<file path="src/rtl/dtack_delay_pkg.sv">
// Shared definitions for the clocked DTACK delay block: FSM encoding,
// default synchroniser depth and the timeout counter width helper.
package dtack_delay_pkg;

    localparam logic [2:0] ST_IDLE   = 3'd0;
    localparam logic [2:0] ST_WAIT   = 3'd1;
    localparam logic [2:0] ST_COUNT  = 3'd2;
    localparam logic [2:0] ST_ASSERT = 3'd3;
    localparam logic [2:0] ST_ERROR  = 3'd4;

    localparam int DEF_SYNC_STAGES = 2;

    function automatic int clog2(input int value);
        int r;
        r = 0;
        for (int v = value - 1; v > 0; v = v >> 1) begin
            r = r + 1;
        end
        return r;
    endfunction

    // Timeout counter is never narrower than 8 bits.
    function automatic int tmo_width(input int timeout);
        int w;
        w = clog2(timeout + 1);
        return (w < 8) ? 8 : w;
    endfunction

endpackage

</file>
<file path="src/rtl/dtack_delay_chan.sv">
// One AS/DTACK channel: input synchronisers, delay FSM and counters.
// Optional WAIT timeout with BERR is built when DTACK_TIMEOUT_EN is defined.
module dtack_delay_chan
    import dtack_delay_pkg::*;
#(
    parameter int CNT_W       = 4,
    parameter int SYNC_STAGES = DEF_SYNC_STAGES
`ifdef DTACK_TIMEOUT_EN
    ,
    parameter int TIMEOUT     = 255
`endif
) (
    input  logic             clk,
    input  logic             rst,
    input  logic             as_n,
    input  logic             dtack_n,
    input  logic [CNT_W-1:0] delay,
    input  logic             bypass,
    output logic             out_n,
    output logic             berr_n,
    output logic [2:0]       state_o
);

    logic [SYNC_STAGES-1:0] as_sync_q, as_sync_d;
    logic [SYNC_STAGES-1:0] dtack_sync_q, dtack_sync_d;
    logic                   as_s, dtack_s;
    logic [2:0]             state_q, state_d;
    logic [CNT_W-1:0]       cnt_q, cnt_d;
    logic                   out_q, out_d;

`ifdef DTACK_TIMEOUT_EN
    localparam int TMO_W = tmo_width(TIMEOUT);
    localparam logic [TMO_W-1:0] TMO_LAST = TMO_W'(TIMEOUT - 1);
    logic [TMO_W-1:0] tmo_q, tmo_d;
    logic             berr_q, berr_d;
`endif

    always_comb begin
        as_sync_d    = {as_sync_q[SYNC_STAGES-2:0], as_n};
        dtack_sync_d = {dtack_sync_q[SYNC_STAGES-2:0], dtack_n};
    end

    assign as_s    = as_sync_q[SYNC_STAGES-1];
    assign dtack_s = dtack_sync_q[SYNC_STAGES-1];

    always_comb begin
        state_d = state_q;
        cnt_d   = cnt_q;
`ifdef DTACK_TIMEOUT_EN
        tmo_d   = '0;
`endif
        if (bypass || as_s) begin
            state_d = ST_IDLE;
            cnt_d   = '0;
        end else begin
            case (state_q)
                // IDLE with DTACK already low behaves as WAIT in the same cycle.
                ST_IDLE, ST_WAIT: begin
                    if (!dtack_s) begin
                        if (delay == '0) begin
                            state_d = ST_ASSERT;
                            cnt_d   = '0;
                        end else begin
                            state_d = ST_COUNT;
                            cnt_d   = delay;
                        end
                    end else begin
                        state_d = ST_WAIT;
`ifdef DTACK_TIMEOUT_EN
                        if (state_q == ST_WAIT) begin
                            if (tmo_q == TMO_LAST) begin
                                state_d = ST_ERROR;
                            end else begin
                                tmo_d = tmo_q + 1'b1;
                            end
                        end
`endif
                    end
                end
                // DTACK is ignored here: the start was latched on WAIT exit.
                ST_COUNT: begin
                    if (cnt_q == CNT_W'(1)) begin
                        state_d = ST_ASSERT;
                        cnt_d   = '0;
                    end else begin
                        cnt_d = cnt_q - 1'b1;
                    end
                end
                ST_ASSERT, ST_ERROR: begin
                end
                default: begin
                    state_d = ST_IDLE;
                    cnt_d   = '0;
                end
            endcase
        end
        out_d = bypass ? (as_s | dtack_s) : (state_d != ST_ASSERT);
`ifdef DTACK_TIMEOUT_EN
        berr_d = bypass ? 1'b1 : (state_d != ST_ERROR);
`endif
    end

    always_ff @(posedge clk or posedge rst) begin
        if (rst) begin
            as_sync_q    <= '1;
            dtack_sync_q <= '1;
            state_q      <= ST_IDLE;
            cnt_q        <= '0;
            out_q        <= 1'b1;
        end else begin
            as_sync_q    <= as_sync_d;
            dtack_sync_q <= dtack_sync_d;
            state_q      <= state_d;
            cnt_q        <= cnt_d;
            out_q        <= out_d;
        end
    end

`ifdef DTACK_TIMEOUT_EN
    always_ff @(posedge clk or posedge rst) begin
        if (rst) begin
            tmo_q  <= '0;
            berr_q <= 1'b1;
        end else begin
            tmo_q  <= tmo_d;
            berr_q <= berr_d;
        end
    end

    assign berr_n = berr_q;
`else
    assign berr_n = 1'b1;
`endif

    assign out_n   = out_q;
    assign state_o = state_q;

endmodule

</file>
<file path="src/rtl/dtack_delay_sync.sv">
// Multi-channel clocked DTACK delay: CHANNELS independent dtack_delay_chan copies.
// Define DTACK_TIMEOUT_EN to build the WAIT timeout / BERR path.
module dtack_delay_sync
    import dtack_delay_pkg::*;
#(
    parameter int CHANNELS    = 2,
    parameter int CNT_W       = 4,
    parameter int SYNC_STAGES = DEF_SYNC_STAGES,
    parameter int TIMEOUT     = 255
) (
    input  logic                      CLK,
    input  logic                      RESET,
    input  logic [CHANNELS-1:0]       AS,
    input  logic [CHANNELS-1:0]       DTACK,
    input  logic [CHANNELS*CNT_W-1:0] DELAY,
    input  logic [CHANNELS-1:0]       BYPASS,
    output logic [CHANNELS-1:0]       OUT,
    output logic [CHANNELS-1:0]       BUSY,
    output logic [CHANNELS-1:0]       BERR
);

    if (SYNC_STAGES < 2 || TIMEOUT < 1) begin : g_bad_param
        $error("dtack_delay_sync: SYNC_STAGES must be >= 2 and TIMEOUT >= 1");
    end

    for (genvar g = 0; g < CHANNELS; g++) begin : g_chan
        logic [2:0] chan_state;

        dtack_delay_chan #(
            .CNT_W       (CNT_W),
            .SYNC_STAGES (SYNC_STAGES)
`ifdef DTACK_TIMEOUT_EN
            ,
            .TIMEOUT     (TIMEOUT)
`endif
        ) u_chan (
            .clk     (CLK),
            .rst     (RESET),
            .as_n    (AS[g]),
            .dtack_n (DTACK[g]),
            .delay   (DELAY[g*CNT_W +: CNT_W]),
            .bypass  (BYPASS[g]),
            .out_n   (OUT[g]),
            .berr_n  (BERR[g]),
            .state_o (chan_state)
        );

        assign BUSY[g] = (chan_state != ST_IDLE);
    end

endmodule
</file>
<file path="config.mk">
export PLATFORM = sky130hd
export DESIGN_NAME = dtack_delay_sync
export DESIGN_NICKNAME = d
export VERILOG_FILES = /design/src/rtl/dtack_delay_pkg.sv /design/src/rtl/dtack_delay_chan.sv /design/src/rtl/dtack_delay_sync.sv
export SDC_FILE = /design/constraint.sdc
export NUM_CORES = 1
export LEC_CHECK = 0
export BUFFER_PORTS_ARGS = -buffer_cell sky130_fd_sc_hd__buf_2
export CAP_MARGIN = 10
export CORE_MARGIN = 2
export CORE_UTILIZATION = 46
export CTS_CLUSTER_DIAMETER = 50
export CTS_CLUSTER_SIZE = 10
export DETAILED_ROUTE_END_ITERATION = 6
export PLACE_DENSITY_LB_ADDON = 0.05
export RECOVER_POWER = 25
export SLEW_MARGIN = 40
export SYNTH_ARGS = -nofsm -noshare
export SYNTH_HDL_FRONTEND = slang
export SYNTH_SLANG_ARGS = --single-unit
</file>
<file path="constraint.sdc">
create_clock -name CLK -period 2.95 [get_ports CLK]
set_input_delay 0.59 -clock CLK [delete_from_list [all_inputs] [get_ports CLK]]
set_output_delay 0.59 -clock CLK [all_outputs]
set_load 0.005 [all_outputs]
</file>
Yosys cells after proc, flatten, opt, wreduce, memory -nomap -nowiden
Cells that the tools add are included.
W data, S select, Z words.
- add/subtract/negate cells: 2
- equality and inequality tests: 16
- mux-type cells: 22
- bitwise operators: 2
- reduce and logical (&&, ||, !) cells: 14
- operators with widths (operator ; count):
    $mux W4 ; 8
    $pmux W4 S3 ; 2
    $pmux W3 S3 ; 2
    $eq A3 B2 Y1 const B ; 4
    $mux W3 ; 4
    $eq A4 B1 Y1 const B ; 2
    $logic_not A4 Y1 ; 2
    $reduce_or A2 Y1 ; 4
    $sub A4 B1 Y4 const B ; 2
    $eq A3 B1 Y1 const B ; 2
    $eq A3 B3 Y1 const B ; 2
    $logic_not A3 Y1 ; 2
    $ne A3 B2 Y1 const B ; 2
    $ne A3 B3 Y1 const B ; 2
    $reduce_bool A3 Y1 ; 2
    $mux W1 ; 4
    $mux W2 ; 2
    $ne A2 B1 Y1 const B ; 2
    $reduce_and A2 Y1 ; 2
    $logic_or A1 B1 Y1 ; 2
    $or A1 B1 Y1 ; 2
- register bits: 24
- input bits: 16
- output and inout bits: 6
- logic and storage cells: 66

Logic depth before layout (Yosys ltp)
Gate-level depths: netlist of run 1.
- depth after elaboration: 7
- depth in mapped cells: 6
- gate-level depth less buffers: 6

Cells and area by module
From an unflattened synthesis of run 1, not the netlist that was laid out.
- cell total of the unflattened synthesis: 122
- area, all modules: 1286.2 um^2
- by module, submodules not included (module ; instances ; cells each ; area each (um^2) ; seq. area each (um^2)):
    dtack_delay_chan ; 2 ; 60 ; 636.9 ; 306.5
    dtack_delay_sync ; 1 ; 2 ; 12.5 ; 0.0

Worst setup path after synthesis of run 1
OpenSTA, ideal clock, no wires.
- kind: in2reg
- start: input DELAY[1]
- end: register g_chan[0].u_chan.out_q
- setup time: 0.080 ns
- arrival: 1.419 ns
- required time: 2.870 ns
- slack: 1.451 ns
- stages: 3
- path buffers: 0
- path through: or4_1 -> a2bb2oi_1 -> o22a_1
- longest elaborated chain between the ends: 7
- ends and longest elaborated chain (element ; line ; source):
    start, declared ; dtack_delay_sync.sv:15 ; input logic [CHANNELS*CNT_W-1:0] DELAY,
    $logic_not A4 Y1 ; dtack_delay_chan.sv:60 ; if (delay == '0) begin
    $mux W1 ; dtack_delay_chan.sv:60 ;
    $mux W2 ; dtack_delay_chan.sv:59 ; if (!dtack_s) begin
    $pmux W3 S3 ; dtack_delay_chan.sv:56 ; case (state_q)
    $mux W3 ; dtack_delay_chan.sv:52 ; if (bypass || as_s) begin
    $ne A3 B2 Y1 ; dtack_delay_chan.sv:97 ; out_d = bypass ? (as_s | dtack_s) : (state_d != ST_ASSERT);
    $mux W1 ; dtack_delay_chan.sv:97 ;
    net g_chan[0].u_chan.out_d ; dtack_delay_chan.sv:29 ; logic out_q, out_d;
    end signal, assigned ; dtack_delay_chan.sv:115 ; out_q <= out_d;
    end, declared ; dtack_delay_chan.sv:29 ;
The timed path passes the listed nets, and every way through them passes these cells.
A chain may end at the register's enable or synchronous reset.

Worst setup path after layout of run 1
- start: register g_chan[1].u_chan.state_q[1]
- end: output BUSY[1]
- longest elaborated chain between the ends: 1
- ends and longest elaborated chain (element ; line ; source):
    start, declared ; dtack_delay_chan.sv:27 ; logic [2:0] state_q, state_d;
    start signal, assigned ; dtack_delay_chan.sv:113 ; state_q <= state_d;
    $reduce_bool A3 Y1 ; dtack_delay_sync.sv:48 ; assign BUSY[g] = (chan_state != ST_IDLE);
    end, declared ; dtack_delay_sync.sv:18 ; output logic [CHANNELS-1:0] BUSY,
Every way passes these cells.

==> results.txt, run 1 <==
From synthesis to final layout, the design area changed by 12.1%. The tools report the number of hold-slack violations in the final timing report as 0. The number of placed I/O pins was 22; the number of cell rows was 18. Setup repair after global routing left no endpoint under its margin. Clock share of power: 0.341. The logs give 0.31 ns for the insertion delay of the later-clocked pin in the worst-skew pair and 117 for the gate count after technology mapping. The post-route fraction of the period consumed by the critical path is 0.640.

Startpoint kind of the worst setup timing path: a flop. The global router's overall resource usage is 0.153, and the die area is 0.00308 mm². The cell at the root of the clock tree is sky130_fd_sc_hd__clkbuf_4. Static timing analysis puts the maximum clock frequency at 530 MHz. The netlist uses 39 different library cells. The total count of max-transition violations in the final report is 0, and the worst clock skew is 0.00107 ns. The tools report the leakage power summed over all cells as 0.586 nW. The slowest stage of the critical path is the sky130_fd_sc_hd__dfrtp_1 cell. The post-synthesis average cell area is 10.4 µm². Measured along the y axis, the die boundary spans 55.5 µm. The number of antenna-violating nets in the routed design is 0, and the combinational group share of total power is 0.122. The number of I/O port buffers is 19, and the switching fraction of total power is 0.225.

The logs give 0.538 for the sequential fraction of design power and 161 for the number of placed instances, taps included. The standard cell core area is 0.00250 mm². The origin of the worst min-delay path is g_chan[0].u_chan.as_sync_q[0]$_DFF_PP1_.

Post-CTS repair changed the size of 0 cells. The clock transition at the registers of the reported paths was 0.12 ns. TritonCTS built the clock tree. For this design the ratio of total power to cell area is 493 mW/mm². For this run, the leading register cell type out of synthesis is sky130_fd_sc_hd__dfrtp_1. The die is 55.5 µm wide.

The count of unresolved DRC violations after routing is 0. Once the clock tree was built, the setup fixing pass inserted 0 buffers. The logs give 0 for the number of hold buffers added after cts and 3 for the number of CTS-inserted buffers. The run gives 1 as the count of H-tree levels built during CTS.

The logs give 1.30 ns for the arrival time at the worst endpoint and 0.523 mW for the cell-internal power. The transition at the pin with the smallest max-transition slack was 0.844 ns; the net switching power was 0.152 mW. Data on the critical path is required at its endpoint by 2.36 ns.

After detailed routing, the average wire length per cell comes to 13.4 µm. No sink is reached through more buffers than the 2 on the longest clock path. Routability-driven placement finished with a final weighted congestion of 0.761. The kind of end point of the critical path was an output port. The netlist area before placement is 0.00122 mm², and the instance count along the most critical hold path is 0. The setup path with the least slack is of type reg2out. Summed over all nets, the half-perimeter wirelength after detailed placement is 1730 µm.

The run finished with clean final reports. Walking the worst path, the cells encountered are or3_1, buf_2. The worst slew slack as a fraction of its limit was 0.437; the pin count of the biggest net entering global routing was 25.

The completed layout was analyzed and its total power is 0.675 mW. Path category of the worst min-delay check: reg2reg. The count of routing violations after the opening detailed-route iteration is 20, and the final cell count without fillers is 165. Effective utilization at floorplan: 0.488. In this design, the stage delay of the slowest critical-path cell is 0.50 ns. Final critical delay including setup and external delays: 1.89 ns.

Counting every sink on the clock net gives 24. Summed over all layers, the global routing overflow is 0. The share of flip-flops with an asynchronous set or reset is 1.00. The internal reg-to-reg setup slack is 1.34 ns.

In this run the critical register-to-register path is captured at g_chan[1].u_chan.cnt_q[2]$_DFFE_PP0P_. For this run, the detailed router's first-pass iteration total came to 4. The initial antenna violation count came out at 0. The via density per instance is 5.60. The final count of negative-setup-slack endpoints is 0. For the number of fill cells in the layout, the log shows 232.

The startpoint identified for the worst register-to-register timing path is g_chan[1].u_chan.cnt_q[1]$_DFFE_PP0P_. The largest driver fanout on the critical path was 9. For this run, the number of Yosys warnings is 0.

The sequential-to-total area share from yosys stat is 0.503, and the depth of the most critical reg-to-reg path is 6. For the via count, the log shows 924. The layout cell share with drive strength beyond 1 was 0.296; the global-route wire length before repair was 3700 µm. Counting flops and latches in the post-synthesis netlist gives 24. The run gives 0.467 mV as the maximum VDD drop. The logs give 816 for the number of global-route vias before repair and 0 for the number of maximum-capacitance violations. Summed over all failing endpoints, the final setup total negative slack is 0 ns. The tools report the number of diodes added for antenna fixing as 0. The path with the worst hold slack has its endpoint at g_chan[0].u_chan.as_sync_q[1]$_DFF_PP1_. For the wire length reported by the detailed router, the log shows 2210 µm.

After the last flow step, the layout net total stands at 156. In this run, synthesis inferred 0 flip-flops with an integrated enable.
flip-flops by register name, indices dropped and copies added (netlist names):
register,cells
g_chan.u_chan.cnt_q,8
g_chan.u_chan.state_o,6
g_chan.u_chan.as_sync_q,4
g_chan.u_chan.dtack_sync_q,4
g_chan.u_chan.out_n,2
critical path, delay by kind of cell, from the launching register on:
kind	cells	cell delay (ns)
buffers and inverters	1	0.13
flip-flops	1	0.50
AND/OR/NAND/NOR	1	0.36
layout make-up:
cell class / count / area (µm²) / area share
inverter: 13 / 48.8 / 0.0357
sequential: 24 / 613 / 0.448
clock inverter: 1 / 30.0 / 0.0220
clock buffer: 3 / 22.5 / 0.0165
multi-input combinational: 75 / 520 / 0.381
tap: 30 / 37.5 / 0.0274
timing repair buffer: 19 / 95.1 / 0.0695
layer usage:
layer | up-vias | GRT usage | part of all wire
met2 | 18 | 0.226 | 0.46
met1 | 448 | 0.222 | 0.50
met3 | 2 | 0.0492 | 0.039
met4 | 0 | 0.0314 | 0.0045
met5 | - | 0 | 0
li1 | 456 | - | -
cell usage after synthesis (all sizes together) (3+ instances only):
library cell / number / share of area
nand2: 5 / 0.017
or3: 5 / 0.030
a22oi: 3 / 0.018
inv: 13 / 0.040
o21ai: 4 / 0.016
ha: 4 / 0.041
nor2: 7 / 0.022
a32oi: 3 / 0.022
buf: 5 / 0.031
nor3: 8 / 0.033
nor4: 3 / 0.028
a21oi: 6 / 0.034
o22ai: 5 / 0.026
dfrtp: 14 / 0.29
dfstp: 10 / 0.22
layout by cell type (no fill, tap or decap), types with 2 or more instances in the layout:
cell type / count
sky130_fd_sc_hd__buf_2: 19
sky130_fd_sc_hd__dfrtp_1: 14
sky130_fd_sc_hd__inv_1: 12
sky130_fd_sc_hd__dfstp_2: 10
sky130_fd_sc_hd__nor3_1: 8
sky130_fd_sc_hd__nor2_1: 7
sky130_fd_sc_hd__a21oi_1: 5
sky130_fd_sc_hd__o22ai_1: 5
sky130_fd_sc_hd__nand2_1: 4
sky130_fd_sc_hd__or3_1: 4
sky130_fd_sc_hd__o21ai_1: 4
sky130_fd_sc_hd__ha_1: 4
sky130_fd_sc_hd__a32oi_1: 3
sky130_fd_sc_hd__a22oi_1: 3
sky130_fd_sc_hd__clkbuf_4: 3
sky130_fd_sc_hd__nor3b_1: 2
sky130_fd_sc_hd__nor4_1: 2
sky130_fd_sc_hd__a211oi_1: 2
sky130_fd_sc_hd__a2bb2oi_1: 2
sky130_fd_sc_hd__conb_1: 2
power groups by stage:
stage | Clock, mW | Sequential (mW) | Combinational (mW)
2_1_floorplan | 0 | 0.363 | 0.0631
3_3_place_gp | 0 | 0.368 | 0.0809
3_5_place_dp | 0 | 0.369 | 0.0818
4_1_cts | 0.236 | 0.363 | 0.0823
5_1_grt | 0.249 | 0.365 | 0.0935
6_report | 0.230 | 0.363 | 0.0822
per-stage QoR:
stage	area [µm²]	worst slack, ns	hold WS [ns]	util
after floorplan	1220	1.45	0.345	-
after global placement	1320	1.29	0.346	0.526
after detailed placement	1320	1.27	0.347	0.526
after CTS	1370	1.05	0.277	0.547
after global routing	1370	0.992	0.327	0.547
final	1370	1.06	0.364	0.547
worst max-delay path by stage:
stage | start | to | cells past startpoint
2_1_floorplan | DELAY[1] | g_chan[0].u_chan.out_n$_DFF_PP1_ | 3
5_1_grt | g_chan[1].u_chan.state_o[2]$_DFF_PP0_ | BUSY[1] | 2
6_report | g_chan[1].u_chan.state_o[1]$_DFF_PP0_ | BUSY[1] | 2
4_1_cts | g_chan[1].u_chan.state_o[2]$_DFF_PP0_ | BUSY[1] | 2
3_3_place_gp | DELAY[1] | g_chan[0].u_chan.out_n$_DFF_PP1_ | 4
3_5_place_dp | BYPASS[0] | g_chan[0].u_chan.cnt_q[2]$_DFFE_PP0P_ | 5
kinds of logic after synthesis:
kind of cell | after synthesis | synth area share
and+or+nand+nor | 36 | 0.174
AOI/OAI and AO/OA | 31 | 0.190
DFF | 24 | 0.503
buffers and inverters | 19 | 0.0738
adders and majority gates | 4 | 0.0410
other | 1 | 0.00307
xor gates and xnor gates | 1 | 0.00718
muxes | 1 | 0.00821
(Power assumes the default switching activity.)
==> run 2: changes to the inputs <==
==> constraint.sdc (replaced) <==
create_clock -name CLK -period 1.8 [get_ports CLK]
set_input_delay 0.36 -clock CLK [delete_from_list [all_inputs] [get_ports CLK]]
set_output_delay 0.36 -clock CLK [all_outputs]
set_load 0.005 [all_outputs]
==> run 2 against run 1 <==
Net effect: final area up 0.27%; sequential power rose by 64%; worst hold slack worse by 0.23 ns; first-iteration DRC count decreased by 5.0%; register-to-register slack worse by 1.1 ns; clock-buffer cell count is the same; via count fell by 1.9%; wire length grew 0.73%; critical path depth unchanged; largest power group unchanged; utilization grew 0.15 points; cell count grew 0.61%; clock skew grew 0.0097 ns.
==> results.txt, run 2 (synthesis results as in run 1) <==
The final instance area was 0.00137 mm² (about the same). For the total count of max-transition violations in the final report, the log shows 0 (unchanged). The logs give 1680 µm (was 1730 µm) for the HPWL reported at the end of detailed placement and 0.32 ns (was 0.31 ns) for the insertion delay of the later-clocked pin in the worst-skew pair.

The number of cells upsized or downsized after cts was 0 (unchanged). The number of CTS-inserted buffers is 3 (unchanged). The number of maximum-capacitance violations is 0 (unchanged). The startpoint kind of the worst setup timing path is a flop (unchanged).

Instance count along the most critical hold path: 1 (was 0). The count of routing violations after the opening detailed-route iteration was 19 (was 20). The total power density per cell area is 815 mW/mm² (was 493 mW/mm²), and the worst clock skew is 0.0108 ns (was 0.00107 ns). The growth of design area from synthesis to finish was 12.4% (was 12.1%).

The number of iterations in the first detailed-routing pass was 4 (unchanged). The detail-routed net length per standard cell is 13.4 µm (about the same), and the number of placed I/O pins is 22 (unchanged). Setup repair after global routing left no endpoint under its margin.

The post-layout worst setup margin was 0.125 ns (was 1.06 ns); the global-route wire length before repair was 4030 µm (was 3700 µm). The global router's overall resource usage came out at 0.163 (was 0.153). The category of the critical setup timing path was reg2out (unchanged). The number of hold buffers added after cts was 0 (unchanged); the worst setup slack after placement was 0.250 ns (was 1.27 ns). Standard cell core area: 0.00250 mm² (unchanged).

The die area is 0.00308 mm² (unchanged), and the final critical delay including setup and external delays is 1.68 ns. For the weighted congestion at the end of routability-driven global placement, the log shows 0.780 (was 0.761). Transition at the pin with the smallest max-transition slack: 1.25 ns (was 0.844 ns). The tools report the sum of negative setup slack as 0 ns (unchanged). TritonCTS built the clock tree. The number of fill cells in the layout is 209 (was 232).

The leakage power summed over all cells is 0.587 nW (was 0.586 nW). The worst slew slack as a fraction of its limit is 0.168 (was 0.437), and the arrival time at the worst endpoint is 1.32 ns (was 1.30 ns). The number of cell rows is 18 (unchanged), and the number of global-route vias before repair is 920 (was 816).

The number of flip-flops in the largest register is 8 (unchanged), and the layout cell share with drive strength beyond 1 is 0.294 (was 0.296). Largest driver fanout on the critical path: 7 (was 9). The count of unresolved DRC violations after routing came out at 0 (unchanged). The via count is 906 (was 924). The maximum clock frequency was 597 MHz. The tools report the cell at the root of the clock tree as sky130_fd_sc_hd__clkbuf_4 (unchanged). The final count of negative-setup-slack endpoints is 0 (unchanged).

The overall overflow remaining after global route was 0 (unchanged); the maximum VDD drop was 0.658 mV (was 0.467 mV). The count of H-tree levels built during CTS is 1 (unchanged). For the number of buffers on the longest clock path, the log shows 2 (unchanged).

The depth of the most critical reg-to-reg path came out at 6 (unchanged). The chip height was 55.5 µm (unchanged); the initial antenna violation count was 0 (unchanged). The width of the die is 55.5 µm (unchanged).

The top register by number of flip-flops is g_chan.u_chan.cnt_q (unchanged). The number of I/O port buffers is 19 (unchanged), and the CTS sink count is 24 (unchanged). The number of diodes added for antenna fixing was 0 (unchanged); the via density per instance was 5.46 (was 5.60). The post-CTS setup repair buffer count came out at 0 (unchanged).

Leading cell types in the layout, fill and taps excluded: 19 x sky130_fd_sc_hd__buf_2, 14 x sky130_fd_sc_hd__dfrtp_1, 12 x sky130_fd_sc_hd__inv_1, 10 x sky130_fd_sc_hd__dfstp_2, 8 x sky130_fd_sc_hd__nor3_1 (unchanged). The logs give 0.130 ns (was 0.364 ns) for the tightest hold margin and 1.12 mW (was 0.675 mW) for the overall power consumption. The wire length reported by the detailed router came out at 2220 µm (was 2210 µm).

For the effective utilization at floorplan, the log shows 0.488 (unchanged). The clock transition at the registers of the reported paths was 0.14 ns (was 0.12 ns). The post-detailed-placement cell area was 0.00132 mm² (about the same); the data required time of the worst path was 1.44 ns (was 2.36 ns). The flow ran to the end, and the final reports show no timing, DRC or antenna violations. The pin count of the biggest net entering global routing is 25 (unchanged). Kind of end point of the critical path: an output port (unchanged). The number of nets in the final layout is 157 (was 156), and the number of antenna-violating nets in the routed design is 0 (unchanged). The number of hold-slack violations in the final timing report came out at 0 (unchanged). The path category of the worst min-delay check was in2reg (was reg2reg). The leading cell type in the layout, fill and taps excluded was sky130_fd_sc_hd__buf_2 (unchanged). The post-route fraction of the period consumed by the critical path came out at 0.931.
==> run 2: worst max-delay path, cell delays in order (launching register included) <==
cell and delay [ns]:
sky130_fd_sc_hd__dfrtp_1 0.49, sky130_fd_sc_hd__or3_1 0.38, sky130_fd_sc_hd__buf_2 0.13
==> run 2: area by class of cell <==
cell class,count,area (µm²),share of cell area
clock buffers,3,22.5,0.0164
inverters,13,48.8,0.0356
flip-flops and latches,24,613,0.447
clock inverters,1,30.0,0.0219
repair buffers,20,98.8,0.0721
multi-input cells,75,520,0.380
well taps,30,37.5,0.0274
==> run 2: where the power goes <==
group          switching, mW  total, mW  internal [mW]
registers             0.0227      0.595          0.572
clock network          0.163      0.388          0.225
logic                 0.0750      0.136         0.0607
total                  0.260       1.12          0.858
==> run 2: through the flow <==
stage,std cells,util
floorplan,118,-
global route,166,0.549
global placement,162,0.529
CTS,166,0.550
detailed placement,162,0.529
finish,166,0.549
==> run 2: layer usage <==
metal	GRT usage	wire length (µm)	part of all wire	vias to the layer above
li1	-	-	-	457
met1	0.229	1150	0.52	429
met2	0.250	967	0.44	18
met3	0.0492	84	0.038	2
met4	0.0314	15	0.0068	0
met5	0	0	0	-
==> run 2: path summary, 6_finish.rpt <==
check                                                   startpoint                                    endpoint  slack [ns]
max                          g_chan[1].u_chan.state_o[2]$_DFF_PP0_                                     BUSY[1]        0.12
min reg2reg                g_chan[0].u_chan.as_sync_q[0]$_DFF_PP1_     g_chan[0].u_chan.as_sync_q[1]$_DFF_PP1_        0.37
max in group asynchronous                                    RESET       g_chan[0].u_chan.state_o[1]$_DFF_PP0_        0.65
min in group asynchronous                                    RESET       g_chan[1].u_chan.cnt_q[3]$_DFFE_PP0P_        0.42
min                                                       DTACK[0]  g_chan[0].u_chan.dtack_sync_q[0]$_DFF_PP1_        0.13
max reg2reg                  g_chan[1].u_chan.cnt_q[1]$_DFFE_PP0P_       g_chan[1].u_chan.cnt_q[2]$_DFFE_PP0P_        0.20
==> run 3: changes to the inputs <==
--- a/config.mk
+++ b/config.mk
@@ -9,7 +9,6 @@
 export CAP_MARGIN = 10
 export CORE_MARGIN = 2
 export CORE_UTILIZATION = 46
-export CTS_CLUSTER_DIAMETER = 50
 export CTS_CLUSTER_SIZE = 10
 export DETAILED_ROUTE_END_ITERATION = 6
 export PLACE_DENSITY_LB_ADDON = 0.05
@@ -17,4 +16,5 @@
 export SLEW_MARGIN = 40
 export SYNTH_ARGS = -nofsm -noshare
 export SYNTH_HDL_FRONTEND = slang
+export SYNTH_HIERARCHICAL = 1
 export SYNTH_SLANG_ARGS = --single-unit
==> run 3 against run 2 <==
Net effect: register-to-register slack improved by 0.06 ns; utilization decreased by 2.5 points; global-route usage is essentially flat; combinational power increased by 6%; wire length increased by 5.0%; synthesized cell count up 4.3%; non-clock buffer count is 1 lower; sequential cell count unchanged; via count up 4.0%; die area up 5.1%; final area rose by 3.6%; maximum frequency down 2.5%; critical endpoint is now BUSY[0].
==> results.txt, run 3 <==
The run finished with clean final reports. The tools report the number of hold buffers added after cts as 0 (unchanged). The die area was 0.00324 mm² (was 0.00308 mm²); the chip height was 56.9 µm (was 55.5 µm).

The number of CTS-inserted buffers came out at 3 (unchanged). The initial antenna violation count was 0 (unchanged); the depth of the most critical reg-to-reg path was 6 (unchanged). Net count after synthesis: 142. For the post-detailed-placement cell area, the log shows 0.00137 mm² (was 0.00132 mm²). The total power density per cell area is 793 mW/mm² (was 815 mW/mm²), and the post-CTS setup repair buffer count is 0 (unchanged). The largest driver fanout on the critical path is 10 (was 7).

Largest area contributor in the netlist: sky130_fd_sc_hd__dfrtp_1 (unchanged). The post-synthesis average cell area was 10.5 µm² (was 10.4 µm²); the compound-cell area share of the yosys netlist was 0.126 (was 0.190). For the number of nets in the final layout, the log shows 160 (was 157). The run gives 1.36 ns (was 1.32 ns) as the arrival time at the worst endpoint.

The final instance area is 0.00142 mm² (was 0.00137 mm²). The logs give 19 (was 18) for the number of cell rows and 0 (unchanged) for the number of maximum-capacitance violations. The tools report the kind of end point of the critical path as an output port (unchanged). The switching fraction of total power came out at 0.232 (was 0.233). The tools report the sum of negative setup slack as 0 ns (unchanged). The leakage power summed over all cells was 0.596 nW (was 0.587 nW); the combinational group share of total power was 0.128 (was 0.121). For the wire length reported by the detailed router, the log shows 2330 µm (was 2220 µm). The growth of design area from synthesis to finish was 10.4% (was 12.4%).

The worst flop-to-flop path startpoint is g_chan[0].u_chan/cnt_q[1]$_DFFE_PP0P_ (was g_chan[1].u_chan.cnt_q[1]$_DFFE_PP0P_). The global router's overall resource usage was 0.163 (about the same); the number of hold-slack violations in the final timing report was 0 (unchanged). The post-route fraction of the period consumed by the critical path works out to 0.955 (was 0.931). The yosys synthesis warning count is 6 (was 0). The tools report the final count of negative-setup-slack endpoints as 0 (unchanged). The number of flip-flops in the largest register works out to 8 (unchanged).

The combined buffer and inverter count along the critical path works out to 1 (unchanged). For the sequential fraction of design power, the log shows 0.532 (about the same). Number of buffers on the longest clock path: 2 (unchanged). The overall overflow remaining after global route was 0 (unchanged). Insertion delay of the later-clocked pin in the worst-skew pair: 0.31 ns (was 0.32 ns).

The adder and majority cell fraction of the synthesized area was 0.0389 (was 0.0410); the detail-routed net length per standard cell was 13.7 µm (was 13.4 µm). Sequence of cells on the critical path: or3_1, buf_2 (unchanged). The maximum VDD drop came out at 0.548 mV (was 0.658 mV). Area fraction in and, or, nand and nor cells after synthesis: 0.261 (was 0.174).

The standard cell core area is 0.00271 mm² (was 0.00250 mm²). The run gives 0.26 ns (was 0.20 ns) as the internal reg-to-reg setup slack. The multiplexer area fraction after synthesis is 0.0156 (was 0.00821), and the data required time of the worst path is 1.44 ns (about the same). The post-synthesis register bit count was 24 (unchanged). The tools report the cell-internal power as 0.865 mW (was 0.858 mW). The run gives 0 (unchanged) as the number of antenna-violating nets in the routed design. The clock transition at the registers of the reported paths was 0.12 ns (was 0.14 ns).

For the worst clock skew, the log shows 0.00890 ns (was 0.0108 ns). For the count of H-tree levels built during CTS, the log shows 1 (unchanged). Category of the critical setup timing path: reg2out (unchanged). The top register by number of flip-flops is g_chan.u_chan/cnt_q (was g_chan.u_chan.cnt_q). Setup repair after global routing left no endpoint under its margin.

Share of flip-flops with an asynchronous set or reset: 1.00 (unchanged). Cells taking the most area after synthesis: sky130_fd_sc_hd__dfrtp_1 27%, sky130_fd_sc_hd__dfstp_2 20%, sky130_fd_sc_hd__ha_1 3.9% (was sky130_fd_sc_hd__dfrtp_1 29%, sky130_fd_sc_hd__dfstp_2 22%, sky130_fd_sc_hd__ha_1 4.1%). The master of the slowest instance on the critical path was sky130_fd_sc_hd__dfrtp_1 (unchanged). The via count came out at 942 (was 906).

Netlist area before placement: 0.00129 mm² (was 0.00122 mm²). The number of I/O port buffers was 19 (unchanged). The share of the synthesized area in the top cell type came out at 0.272 (was 0.287).

Commonest cells in the netlist: 14 x sky130_fd_sc_hd__dfrtp_1, 12 x sky130_fd_sc_hd__inv_1, 10 x sky130_fd_sc_hd__dfstp_2, 8 x sky130_fd_sc_hd__nand2_1, 8 x sky130_fd_sc_hd__nor2_1 (was 14 x sky130_fd_sc_hd__dfrtp_1, 12 x sky130_fd_sc_hd__inv_1, 10 x sky130_fd_sc_hd__dfstp_2, 8 x sky130_fd_sc_hd__nor3_1, 7 x sky130_fd_sc_hd__nor2_1). Startpoint kind of the worst setup timing path: a flop (unchanged). The leading cell type in the layout, fill and taps excluded is sky130_fd_sc_hd__buf_2 (unchanged). The dominant combinational cell family by area after synthesis was simple AND/OR/NAND/NOR gates (was compound AO/OA/AOI/OAI gates).

The prevailing post-synth register cell is sky130_fd_sc_hd__dfrtp_1 (unchanged). The count of routing violations after the opening detailed-route iteration was 40 (was 19); the number of iterations in the first detailed-routing pass was 4 (unchanged). The dominant cell by count in the synthesized netlist is sky130_fd_sc_hd__dfrtp_1 (unchanged).

The weighted congestion at the end of routability-driven global placement is 0.874 (was 0.780), and the pin count of the biggest net entering global routing is 15 (was 25). Leading cell types in the layout, fill and taps excluded: 18 x sky130_fd_sc_hd__buf_2, 13 x sky130_fd_sc_hd__dfrtp_1, 12 x sky130_fd_sc_hd__inv_1, 10 x sky130_fd_sc_hd__dfstp_2 (was 19 x sky130_fd_sc_hd__buf_2, 14 x sky130_fd_sc_hd__dfrtp_1, 12 x sky130_fd_sc_hd__inv_1, 10 x sky130_fd_sc_hd__dfstp_2, 8 x sky130_fd_sc_hd__nor3_1). The run gives 24 (unchanged) as the CTS sink count. Path category of the worst min-delay check: in2async (was in2reg).

The layout cell share with drive strength beyond 1 came out at 0.338 (was 0.294). The sequential-to-total area share from yosys stat was 0.477 (was 0.503); the register area was 614 µm² (was 613 µm²). TritonCTS built the clock tree.

The gate count after technology mapping is 122 (was 117), and the number of fill cells in the layout is 255 (was 209). The effective utilization at floorplan was 0.475 (was 0.488). The number of library cell types mapped by synthesis is 31 (was 39).

The cell family contributing the most delay on the critical path is flip-flops (unchanged). The tools report the count of unresolved DRC violations after routing as 0 (unchanged). The logs give 22 (unchanged) for the number of placed I/O pins and 576 µm² (was 520 µm²) for the area of combinational cells with multiple inputs. Post-synthesis share of cell area spent on xor and xnor gates: 0 (was 0.00718). The net switching power is 0.261 mW (was 0.260 mW). The maximum clock frequency is 582 MHz (was 597 MHz), and the number of enable flip-flop cells after synthesis is 0 (unchanged).

The cell at the root of the clock tree is sky130_fd_sc_hd__clkbuf_4 (unchanged). The total count of max-transition violations in the final report is 0 (unchanged), and the utilization of the core after routing is 0.524 (was 0.549). The tools report the clock share of power as 0.340 (was 0.347).

The logs give 1800 µm (was 1680 µm) for the HPWL reported at the end of detailed placement and 0 (unchanged) for the number of diodes added for antenna fixing. The number of global-route vias before repair is 942 (was 920). The maximum single-stage delay on the critical path is 0.53 ns (was 0.49 ns). The via density per instance is 5.54 (was 5.46).

The width of the die was 56.9 µm (was 55.5 µm). Final critical delay including setup and external delays: 1.72 ns (was 1.68 ns). The end of the worst register-to-register path is g_chan[0].u_chan/cnt_q[3]$_DFFE_PP0P_ (was g_chan[1].u_chan.cnt_q[2]$_DFFE_PP0P_). The run gives 4170 µm (was 4030 µm) as the global-route wire length before repair.
run 3: per-stage QoR:
step	hold WS, ns	std cells	setup WS (ns)	total power [mW]
2_1_floorplan	0.221	122	0.441	0.707
3_5_place_dp	0.347	166	0.264	0.752
5_1_grt	0.0579	170	0.00540	1.19
6_report	0.0177	170	0.0812	1.13
3_3_place_gp	0.347	166	0.272	0.750
4_1_cts	0.0315	170	0.0436	1.15
run 3: how the worst max path moves through the flow:
stage / startpoint / to / slack (ns) / cells after the start
floorplan: g_chan[0].u_chan/cnt_q[1]$_DFFE_PP0P_ / g_chan[0].u_chan/cnt_q[3]$_DFFE_PP0P_ / 0.44 / 6
global placement: g_chan[0].u_chan/cnt_q[1]$_DFFE_PP0P_ / g_chan[0].u_chan/cnt_q[3]$_DFFE_PP0P_ / 0.27 / 6
detailed placement: g_chan[0].u_chan/cnt_q[1]$_DFFE_PP0P_ / g_chan[0].u_chan/cnt_q[3]$_DFFE_PP0P_ / 0.26 / 6
CTS: g_chan[1].u_chan/state_o[1]$_DFF_PP0_ / BUSY[1] / 0.04 / 2
global route: g_chan[0].u_chan/state_o[1]$_DFF_PP0_ / BUSY[0] / 0.005 / 2
finish: g_chan[0].u_chan/state_o[1]$_DFF_PP0_ / BUSY[0] / 0.08 / 2
run 3: routing by layer:
metal	share of wire	routed length [µm]	track usage	vias to the layer above
met5	0	0	0	-
met4	0.0081	19	0.0399	0
met3	0.048	111	0.0230	2
met2	0.43	1010	0.238	22
met1	0.51	1200	0.253	457
li1	-	-	-	461
run 3: power by group through the flow:
| stage | sequential, mW | clock (mW) | combinational [mW] |
|---|---|---|---|
| finish | 0.599 | 0.383 | 0.144 |
| global route | 0.604 | 0.421 | 0.163 |
| CTS | 0.599 | 0.403 | 0.145 |
| detailed placement | 0.608 | 0 | 0.144 |
| global placement | 0.607 | 0 | 0.143 |
| floorplan | 0.597 | 0 | 0.110 |
run 3: kinds of logic (layout without fill, tap and decap cells):
group                    Yosys count  in the layout
flip-flops                        24             24
adder cells (fa/ha/maj)            4              4
AND/OR/NAND/NOR                   50             50
buffers and inverters             18             35
AO/OA/AOI/OAI                     22             22
other                              2              2
multiplexers                       2              2
run 3: cell type report:
type / instances / area share
clock inverters: 1 / 0.0211
multi-input cells: 80 / 0.405
inverters: 12 / 0.0317
repair buffers: 19 / 0.0661
clock buffers: 3 / 0.0159
well taps: 31 / 0.0273
flip-flops and latches: 24 / 0.433
run 3: what timing repair did:
action	in CTS	in global routing
resized for setup	0	1
endpoints found under the hold margin	0	0
endpoints found under the setup margin	0	1
